File: config.mk
export PLATFORM = sky130hd
export DESIGN_NAME = cache_refill_ctrl
export DESIGN_NICKNAME = d
export VERILOG_FILES = /design/src/rtl/cache_refill_ctrl.sv
export SDC_FILE = /design/constraint.sdc
export NUM_CORES = 1
export LEC_CHECK = 0
export BUFFER_PORTS_ARGS = -buffer_cell sky130_fd_sc_hd__buf_2
export CAP_MARGIN = 30
export CORE_MARGIN = 2
export CORE_UTILIZATION = 40
export CTS_CLUSTER_SIZE = 14
export DETAILED_ROUTE_END_ITERATION = 16
export GPL_ROUTABILITY_DRIVEN = 0
export PLACE_DENSITY_LB_ADDON = 0.05
export SKIP_CTS_REPAIR_TIMING = 1
export SLEW_MARGIN = 10
export SYNTH_ARGS = -nofsm -noshare
export SYNTH_HDL_FRONTEND = slang
export SYNTH_SLANG_ARGS = --single-unit
File: constraint.sdc
create_clock -name clock -period 3.8 [get_ports clock]
set_input_delay 0.38 -clock clock [delete_from_list [all_inputs] [get_ports clock]]
set_output_delay 0.38 -clock clock [all_outputs]
set_load 0.01 [all_outputs]
File: src/rtl/cache_refill_ctrl.sv
// Miss-service controller for a small set-associative cache: optional dirty-victim writeback, line fetch, then a single-cycle fill strobe.
// Optional build macro CACHE_STATS_EN adds saturating miss/writeback counters.
module cache_refill_ctrl #(
   parameter int ADDR_W = 5,
   parameter int DATA_W = 8
) (
   input  logic              clock,
   input  logic              resetn,
   input  logic              miss_req,
   input  logic [ADDR_W-1:0] req_addr,
   input  logic              req_wren,
   input  logic [DATA_W-1:0] req_wdata,
   input  logic              victim_dirty,
   input  logic [ADDR_W-4:0] victim_tag,
   input  logic [DATA_W-1:0] victim_data,
   output logic              busy,
   output logic              fill_valid,
   output logic [DATA_W-1:0] fill_data,
   output logic              fill_dirty,
   output logic              mem_req,
   output logic              mem_we,
   output logic [ADDR_W-1:0] mem_addr,
   output logic [DATA_W-1:0] mem_wdata,
   input  logic              mem_ack,
   input  logic [DATA_W-1:0] mem_rdata
`ifdef CACHE_STATS_EN
   ,
   output logic [7:0]        miss_count,
   output logic [7:0]        wb_count
`endif
);

   typedef enum logic [1:0] {IDLE, WRITEBACK, FETCH, FILL} state_t;

   state_t            state_reg, state_next;
   logic [ADDR_W-1:0] addr_reg, addr_next;
   logic              wren_reg, wren_next;
   logic [DATA_W-1:0] wdata_reg, wdata_next;
   logic              fill_valid_reg, fill_valid_next;
   logic [DATA_W-1:0] fill_data_reg, fill_data_next;
   logic              fill_dirty_reg, fill_dirty_next;
   logic              mem_req_reg, mem_req_next;
   logic              mem_we_reg, mem_we_next;
   logic [ADDR_W-1:0] mem_addr_reg, mem_addr_next;
   logic [DATA_W-1:0] mem_wdata_reg, mem_wdata_next;

   // The writeback address/data are loaded straight into the memory-port
   // registers on the accept edge, so the victim needs no separate copy.
   always_comb begin
      state_next      = state_reg;
      addr_next       = addr_reg;
      wren_next       = wren_reg;
      wdata_next      = wdata_reg;
      fill_valid_next = 1'b0;
      fill_data_next  = fill_data_reg;
      fill_dirty_next = fill_dirty_reg;
      mem_req_next    = mem_req_reg;
      mem_we_next     = mem_we_reg;
      mem_addr_next   = mem_addr_reg;
      mem_wdata_next  = mem_wdata_reg;
      case (state_reg)
         IDLE: begin
            if (miss_req) begin
               addr_next    = req_addr;
               wren_next    = req_wren;
               wdata_next   = req_wdata;
               mem_req_next = 1'b1;
               if (victim_dirty) begin
                  state_next     = WRITEBACK;
                  mem_we_next    = 1'b1;
                  mem_addr_next  = {victim_tag, req_addr[2:0]};
                  mem_wdata_next = victim_data;
               end else begin
                  state_next    = FETCH;
                  mem_we_next   = 1'b0;
                  mem_addr_next = req_addr;
               end
            end
         end
         WRITEBACK: begin
            if (mem_ack) begin
               state_next    = FETCH;
               mem_req_next  = 1'b1;
               mem_we_next   = 1'b0;
               mem_addr_next = addr_reg;
            end
         end
         FETCH: begin
            if (mem_ack) begin
               // A write miss installs its own data; the fetched word is dropped.
               state_next      = FILL;
               mem_req_next    = 1'b0;
               fill_valid_next = 1'b1;
               fill_data_next  = wren_reg ? wdata_reg : mem_rdata;
               fill_dirty_next = wren_reg;
            end
         end
         FILL: begin
            state_next = IDLE;
         end
         default: begin
            state_next   = IDLE;
            mem_req_next = 1'b0;
         end
      endcase
   end

   always_ff @(posedge clock or negedge resetn) begin
      if (!resetn) begin
         state_reg      <= IDLE;
         addr_reg       <= '0;
         wren_reg       <= 1'b0;
         wdata_reg      <= '0;
         fill_valid_reg <= 1'b0;
         fill_data_reg  <= '0;
         fill_dirty_reg <= 1'b0;
         mem_req_reg    <= 1'b0;
         mem_we_reg     <= 1'b0;
         mem_addr_reg   <= '0;
         mem_wdata_reg  <= '0;
      end else begin
         state_reg      <= state_next;
         addr_reg       <= addr_next;
         wren_reg       <= wren_next;
         wdata_reg      <= wdata_next;
         fill_valid_reg <= fill_valid_next;
         fill_data_reg  <= fill_data_next;
         fill_dirty_reg <= fill_dirty_next;
         mem_req_reg    <= mem_req_next;
         mem_we_reg     <= mem_we_next;
         mem_addr_reg   <= mem_addr_next;
         mem_wdata_reg  <= mem_wdata_next;
      end
   end

   assign busy       = (state_reg != IDLE);
   assign fill_valid = fill_valid_reg;
   assign fill_data  = fill_data_reg;
   assign fill_dirty = fill_dirty_reg;
   assign mem_req    = mem_req_reg;
   assign mem_we     = mem_we_reg;
   assign mem_addr   = mem_addr_reg;
   assign mem_wdata  = mem_wdata_reg;

`ifdef CACHE_STATS_EN
   logic [7:0] miss_count_reg;
   logic [7:0] wb_count_reg;
   logic       enter_fetch;
   logic       enter_wb;

   assign enter_fetch = (state_next == FETCH) && (state_reg != FETCH);
   assign enter_wb    = (state_next == WRITEBACK) && (state_reg != WRITEBACK);

   always_ff @(posedge clock or negedge resetn) begin
      if (!resetn) begin
         miss_count_reg <= 8'd0;
         wb_count_reg   <= 8'd0;
      end else begin
         if (enter_fetch && (miss_count_reg != 8'hFF))
            miss_count_reg <= miss_count_reg + 8'd1;
         if (enter_wb && (wb_count_reg != 8'hFF))
            wb_count_reg <= wb_count_reg + 8'd1;
      end
   end

   assign miss_count = miss_count_reg;
   assign wb_count   = wb_count_reg;
`endif

endmodule

# == Word-level counts from Yosys, hierarchy flattened ==
# Cells that the tools add are included.
# word_totals
input_bits,37
register_bits,41
# op_classes
n_reduce_logical,10
mux,19
n_eq_ne,6
# op_table
op,n
5-bit two-way mux,3
5-bit one-hot mux with 2 select lines,1
3-bit AND reduction,3
2-bit two-way mux,4
8-bit two-way mux,1
2-bit one-hot mux with 4 select lines,1
1-bit two-way mux,7
"2-bit != test, second input constant",3
"2-bit equality test, second input constant",2
2-bit AND reduction,2
4-bit AND reduction,1
2-bit nonzero test,2
1-bit one-hot mux with 3 select lines,1
3-bit nonzero test,1
"2-bit by 1-bit equality test with 1-bit output, second input constant",1
2-bit logical NOT,1
1-bit one-hot mux with 2 select lines,1

# == Depth between registers and ports, before layout ==
# Gate-level depths: netlist of run 1.
# depth
ltp_word,3
depth_mapped,7
mapped_depth_nobuf,5

# == Least setup slack after synthesis of run 1 ==
# OpenSTA, ideal clock, no wires.
# synth_timing
path_kind,register to register
from,register state_reg[0]
to,register mem_addr_reg[0] (netlist: mem_addr[0])
stages_incl_launch_ff,7
n_path_buf,1
slack_ns,2.190
arrival_time_ns,1.485
required_time_ns,3.675
setup_ns,0.125
path_cell_list,dfrtp_1 -> inv_1 -> ha_1 -> buf_2 -> and2b_1 -> nor2_4 -> mux2_2
# synth_between
elab_chain_cells,3
elab_cells_between_ends,7
# synth_lines
item,line,rtl
start: declaration,35,"state_t state_reg, state_next;"
start signal: assignment,122,state_reg <= state_next;
2-bit by 1-bit equality test with 1-bit output or 2-bit logical NOT (tied branches),61,case (state_reg)
2-bit != test (no line) or 2-bit nonzero test (tied branches),n/a,
3-bit AND reduction (no line),n/a,
end signal: assignment,131,mem_addr_reg <= mem_addr_next;
end: declaration,44,"logic [ADDR_W-1:0] mem_addr_reg, mem_addr_next;"
# Parallel ways exist; a longest one is shown, timed or not.
# A chain may end at the register's enable or synchronous reset.

# == Worst setup path in the final report of run 1 ==
# layout_timing
from,register state_reg[0]
to,register wdata_reg[0]
# layout_between
elab_chain_cells,2
# layout_lines
item,line,rtl
2-bit logical NOT,61,
2-bit AND reduction (no line),n/a,
end signal: assignment,125,wdata_reg <= wdata_next;
end: declaration,38,"logic [DATA_W-1:0] wdata_reg, wdata_next;"
# Every way passes these cells.

==> Implementation_results.wiki, run 1 <==
{| class="wikitable"
! Metric !! Value
|-
| Number of antenna violations at the first check in global routing || 0
|-
| Ratio of final minimum period to clock period || 48.8%
|-
| Synthesized net count || roughly 180
|-
| WHS || 0.320 ns
|-
| Routed Antenna Nets || 0
|-
| Proportion of synthesized chip area in sequential cells || 56.1%
|-
| Proportion of power drawn by flip-flops and latches || 41.8%
|-
| Share of final-layout standard cells stronger than drive strength 1 || 52.5%
|-
| Power spent charging and discharging nets || 632 uW
|-
| Result of the run || finished, final reports clean
|-
| FILL cells || 408
|-
| Unrepaired setup endpoints after global routing || no
|-
| Initial DRT Pass Iterations || 4
|-
| Relative area change from synthesis to final layout || 25.9%
|-
| Die area || about 5100 um^2
|-
| EDFF count, synth || 0
|-
| Number of max-capacitance violations reported || 0
|-
| Share of total power in the clock network || 17.2%
|-
| Standby leakage power || 1.12 nW
|-
| Max H-tree Level || 2
|-
| First-pass GRT wire length || 6.01 mm
|-
| Pin count of the biggest net entering global routing || 42
|-
| Via-per-instance ratio || 4.96
|-
| Top FF cell, synth || dfrtp_1
|-
| Critical Path End Type || flop
|-
| IO Pins || 63
|-
| Netlist cell types || 22
|-
| Peak Freq || between 0.5 and 0.6 GHz
|-
| Final count of negative-setup-slack endpoints || 0
|-
| Peak fanout along the critical path || 14
|-
| Async SR Flop Fraction || 100%
|-
| Total Nets Final || 242
|-
| Overflow left after global routing || 0
|-
| Total standard cell area after synthesis || 1830 um^2
|-
| Num CTS Buffers || 5
|-
| CP Data Arrival Time || 2.02 ns
|-
| Number of antenna cells inserted || 0
|-
| Switching share of power || 33.3%
|-
| Ys Warns || 0
|-
| Total wire length || 3.65 mm
|-
| Starting Density || 41.7%
|-
| Tightest Hold Check Type || in2reg
|-
| Final worst path period need || 1.85 ns
|-
| Fraction of power consumed by combinational cells || 41.0%
|-
| Leading cell types in the layout, fill and taps excluded || 62 x buf_2, 41 x dfrtp_1, 31 x mux2_2, 11 x mux2i_1, 9 x a21oi_1
|-
| Power consumption || between 1.5 and 2 mW
|-
| Critical path required time || 3.97 ns
|-
| GRT Overall Usage || 15.3%
|-
| Avg Synthesized Cell Area || 13.6 um^2
|-
| Clock tree skew after final layout || 0.00409 ns
|-
| Total vias in the final route || 1,249
|-
| Final WS setup || 1.95 ns
|-
| Cell internal pwr || 1.26 mW
|-
| CTS tree || yes
|-
| Vertical extent of the die || around 72 um
|-
| Core Rows || 24
|-
| Power density cells || between 800 and 900 nW/um^2
|-
| Cell at the root of the clock tree || clkbuf_8
|-
| CP startpoint kind || flop
|-
| Width of the die || 71.6 um
|-
| Clock slew at reported path FFs || 0.07 ns
|-
| Flop and latch count out of synthesis || 41
|-
| Number of hold violations in the final report || 0
|-
| Via count of the first global-routing pass || roughly 1,300
|-
| Wirelength per Cell || ~14 um
|-
| Number of remaining DRC errors || 0
|-
| Final TNS setup || 0 ns
|-
| Classification of the worst setup path || reg2reg
|-
| Post-placement setup slack || 1.93 ns
|-
| Synthesized instance count || 135
|-
| Number of buffers between clock root and the deepest sink || 2
|-
| Later-pin clock latency in the skew report || between 0.2 and 0.3 ns
|-
| Worst max-slew margin expressed relative to the limit || 55.5%
|-
| Slew at the pin closest to its max-slew limit || 0.666 ns
|-
| CORE AREA || 4380 um^2
|-
| # port buffers || 62
|-
| Most common cell after layout, fill and taps aside || buf_2
|-
| Sinks on the clock net || 41
|-
| IR Drop Worst-Case VDD || a little under 0.4 mV
|-
| Detailed Place HPWL || 2.67 mm
|-
| Iteration-0 DRC count of the detailed router || 38
|-
| Max-slew violation total from the final report || 0
|}
## area by class of cell
class / instances / area [um^2] / share of cell area [%]
sequential: 41 / 1030 / 44.6
multi-input combinational: 85 / 756 / 32.8
timing repair buffer: 64 / 340 / 14.8
clock buffer: 5 / 68.8 / 2.99
tap: 52 / 65.1 / 2.83
clock inverter: 2 / 35.0 / 1.52
inverter: 3 / 11.3 / 0.489
## Yosys cell counts (2+ instances only)
master	instances	area share [%]
a21oi_1	9	2.5
buf_2	4	1.1
dfrtp_1	41	56
ha_1	5	3.4
inv_1	3	0.62
mux2_1	2	1.2
mux2_2	31	19
mux2_4	2	1.6
mux2i_1	11	6.0
nand2_1	2	0.41
nor2_1	8	1.6
nor2b_1	2	0.68
o21ai_0	5	1.4
o31ai_1	2	0.82
## cells by family after synthesis
logic type | after synthesis | synth area share, %
fa+ha+maj | 5 | 3.42
flops | 41 | 56.1
buf+inv | 9 | 2.60
simple gates | 17 | 4.72
mux | 46 | 28.0
compound gates | 17 | 5.20
## final timing paths
check                                    startpoint                        to  slack (ns)  depth (start not counted)
setup reg to reg           state_reg[0]$_DFFE_PN0P_  wdata_reg[0]$_DFFE_PN0P_        1.95                          4
hold reg to reg            mem_wdata[4]$_DFFE_PN0P_  mem_wdata[4]$_DFFE_PN0P_        0.50                          1
max in group asynchronous                    resetn  fill_data[5]$_DFFE_PN0P_        2.97                          3
min in group asynchronous                    resetn  mem_wdata[4]$_DFFE_PN0P_        0.43                          2
setup / recovery           state_reg[0]$_DFFE_PN0P_  wdata_reg[0]$_DFFE_PN0P_        1.95                          4
hold / removal                       victim_data[4]  mem_wdata[4]$_DFFE_PN0P_        0.32                          2
## power groups by stage
| stage | sequential (mW) | clock [mW] | combinational (mW) |
|---|---|---|---|
| final | 0.793 | 0.326 | 0.777 |
| after global routing | 0.824 | 0.363 | 0.860 |
| after CTS | 0.794 | 0.340 | 0.792 |
| after detailed placement | 0.801 | 0 | 0.789 |
| after global placement | 0.792 | 0 | 0.764 |
| after floorplan | 0.823 | 0 | 0.509 |
## critical path, cell delays in order (launching register included)
cell	delay (ns)
dfrtp_1	0.41
inv_1	0.12
ha_1	0.31
nand2_1	0.46
mux2_2	0.44
## per-layer routing
| layer | up-vias | routed length, um | global-route usage (%) |
|---|---|---|---|
| met5 | - | 0 | 0 |
| met4 | 0 | 19 | 4.40 |
| met3 | 2 | 245 | 5.63 |
| met2 | 39 | 1780 | 24.8 |
| met1 | 612 | 1600 | 19.4 |
| li1 | 596 | - | - |
## per-stage QoR
stage	instance area [um^2]	instances	utilization (%)
final	2300	252	52.5
after global routing	2300	252	52.5
after CTS	2270	250	51.8
after detailed placement	2170	243	49.5
after global placement	2170	243	49.5
after floorplan	1830	135	-
No activity file was read; power rests on OpenSTA's default activity.
==> inputs of run 2 (changes only) <==
- clock period: 3.8 -> 1.75 ns (I/O delays scaled with it)
==> Implementation_results.wiki, run 2 (synthesized netlist as in run 1, its figures left out) <==
{| class="wikitable"
! Metric !! Value
|-
| Multi-input logic area || about 780 um^2
|-
| Critical path's slowest cell || dfrtp_1
|-
| Crit path buffers/inverters || 1
|-
| Critical path required time || 1.92 ns
|-
| Total vias in the final route || between 1,000 and 1,500
|-
| Cell at the root of the clock tree || clkbuf_8
|-
| Slew at the pin closest to its max-slew limit || roughly 0.52 ns
|-
| CP startpoint kind || flop
|-
| Power density cells || around 1800 nW/um^2
|-
| IR Drop Worst-Case VDD || 0.753 mV
|-
| Number of max-capacitance violations reported || 0
|-
| Via-per-instance ratio || ~4.9
|-
| Clock tree skew after final layout || 0.00754 ns
|-
| Highest cell delay on the worst timing path || 0.39 ns
|-
| Number of buffers between clock root and the deepest sink || 2
|-
| Relative area change from synthesis to final layout || 29.7%
|-
| Max H-tree Level || 2
|-
| Most common cell after layout, fill and taps aside || buf_2
|-
| Routed Antenna Nets || 0
|-
| Wirelength per Cell || 14.3 um
|-
| GRT Overall Usage || 15.7%
|-
| CP Data Arrival Time || about 1.8 ns
|-
| Final count of negative-setup-slack endpoints || 0
|-
| CTS tree || yes
|-
| Max-slew violation total from the final report || 0
|-
| Final Instance Area || 2370 um^2
|-
| Sinks on the clock net || 41
|-
| Standby leakage power || 1.15 nW
|-
| Num CTS Buffers || 5
|-
| Die area || 5130 um^2
|-
| Classification of the worst setup path || reg2reg
|-
| Combined flip-flop and latch cell area || 1030 um^2
|-
| Core Rows || 24
|-
| Crit-path cells || inv_1 -> ha_2 -> mux2i_1 -> nor2_4 -> mux2_4
|-
| Peak Freq || 0.604 GHz
|-
| WHS || 0.111 ns
|-
| Share of final-layout standard cells stronger than drive strength 1 || 55.6%
|-
| Vertical extent of the die || 71.6 um
|-
| # port buffers || 62
|-
| Iteration-0 DRC count of the detailed router || 77
|-
| Detailed Place HPWL || 2.78 mm
|-
| Number of antenna violations at the first check in global routing || 0
|-
| Number of hold violations in the final report || 0
|-
| Critical Path End Type || flop
|-
| Total wire length || 3.70 mm
|-
| Width of the die || 71.6 um
|-
| Clock slew at reported path FFs || 0.08 ns
|-
| Worst max-slew margin expressed relative to the limit || 65.3%
|-
| Cell family contributing the most delay on the critical path || multiplexers
|-
| FILL cells || 392
|-
| Number of antenna cells inserted || 0
|-
| Peak fanout along the critical path || 5
|-
| Via count of the first global-routing pass || between 1,000 and 1,500
|-
| Initial DRT Pass Iterations || 4
|-
| Pin count of the biggest net entering global routing || 42
|-
| Later-pin clock latency in the skew report || between 0.2 and 0.3 ns
|-
| CORE AREA || about 4400 um^2
|-
| Number of remaining DRC errors || 0
|-
| Total Nets Final || 248
|-
| Result of the run || finished, final reports clean
|-
| Post-place instance area || 2210 um^2
|-
| First-pass GRT wire length || 6.18 mm
|-
| Unrepaired setup endpoints after global routing || no
|-
| Final worst path period need || 1.66 ns
|-
| Leading cell types in the layout, fill and taps excluded || 62 x buf_2, 41 x dfrtp_1, 31 x mux2_2, 11 x mux2i_1, 9 x a21oi_1
|-
| IO Pins || 63
|-
| Tightest Hold Check Type || in2reg
|-
| Overflow left after global routing || 0
|-
| Ratio of final minimum period to clock period || between 90% and 100%
|-
| Starting Density || 41.7%
|}
-- run 2: cell types whose count changed in the layout (fill, tap and decap cells not counted) --
cell / change
buf_4: +7
ha_1: -2
buf_12: -1
clkbuf_1: +1
clkbuf_8: +1
clkinv_2: -1
ha_2: +1
ha_4: +1
nand3_1: -1
nand3_2: +1
o31ai_1: -1
o31ai_2: +1
-- run 2: path summary, 6_finish.rpt --
kind	startpoint	endpoint	cells past startpoint	slack, ns
min reg2reg	mem_wdata[4]$_DFFE_PN0P_	mem_wdata[4]$_DFFE_PN0P_	1	0.50
min	req_wdata[5]	wdata_reg[5]$_DFFE_PN0P_	2	0.11
min in group asynchronous	resetn	mem_wdata[4]$_DFFE_PN0P_	3	0.47
max reg2reg	state_reg[1]$_DFFE_PN0P_	mem_addr[4]$_DFFE_PN0P_	5	0.09
max in group asynchronous	resetn	wren_reg$_DFFE_PN0P_	3	0.91
max	state_reg[1]$_DFFE_PN0P_	mem_addr[4]$_DFFE_PN0P_	5	0.09
-- run 2: metal layers --
metal  track usage (%)  vias to the layer above  wire, um  part of all wire [%]
met3              4.78                        6       215                   5.8
met4              6.71                        0        54                   1.5
li1                  -                      612         -                     -
met1              20.2                      603      1620                    44
met5                 0                        -         0                     0
met2              24.8                       37      1800                    49
-- run 2: final cells by class --
cell class | instances | area share [%]
inverters | 3 | 0.475
flip-flops and latches | 41 | 43.2
well taps | 52 | 2.74
clock inverters | 1 | 1.27
multi-input cells | 85 | 32.9
repair buffers | 70 | 15.7
clock buffers | 7 | 3.64
-- run 2: power by group --
part	total [mW]	internal, mW	switching [mW]
registers	1.71	1.43	0.279
clock network	0.777	0.465	0.312
logic	1.83	0.997	0.831
total	4.31	2.89	1.42
-- run 2: through the flow --
stage	total power [mW]	instances	worst slack, ns	util, %	TNS, ns
after detailed placement	3.51	249	0.0234	50.5	0
after global placement	3.43	249	0.101	50.5	0
after global routing	4.64	259	0.00783	54.1	0
final	4.31	259	0.0940	54.1	0
after CTS	4.30	257	-0.00381	53.1	-0.00381
after floorplan	2.89	135	0.140	-	0
-- run 2: worst register-to-register path, cell delays in order, from the launching register on --
cell	delay (ns)
dfrtp_1	0.39
inv_1	0.13
ha_2	0.25
mux2i_1	0.35
nor2_4	0.11
mux2_4	0.31
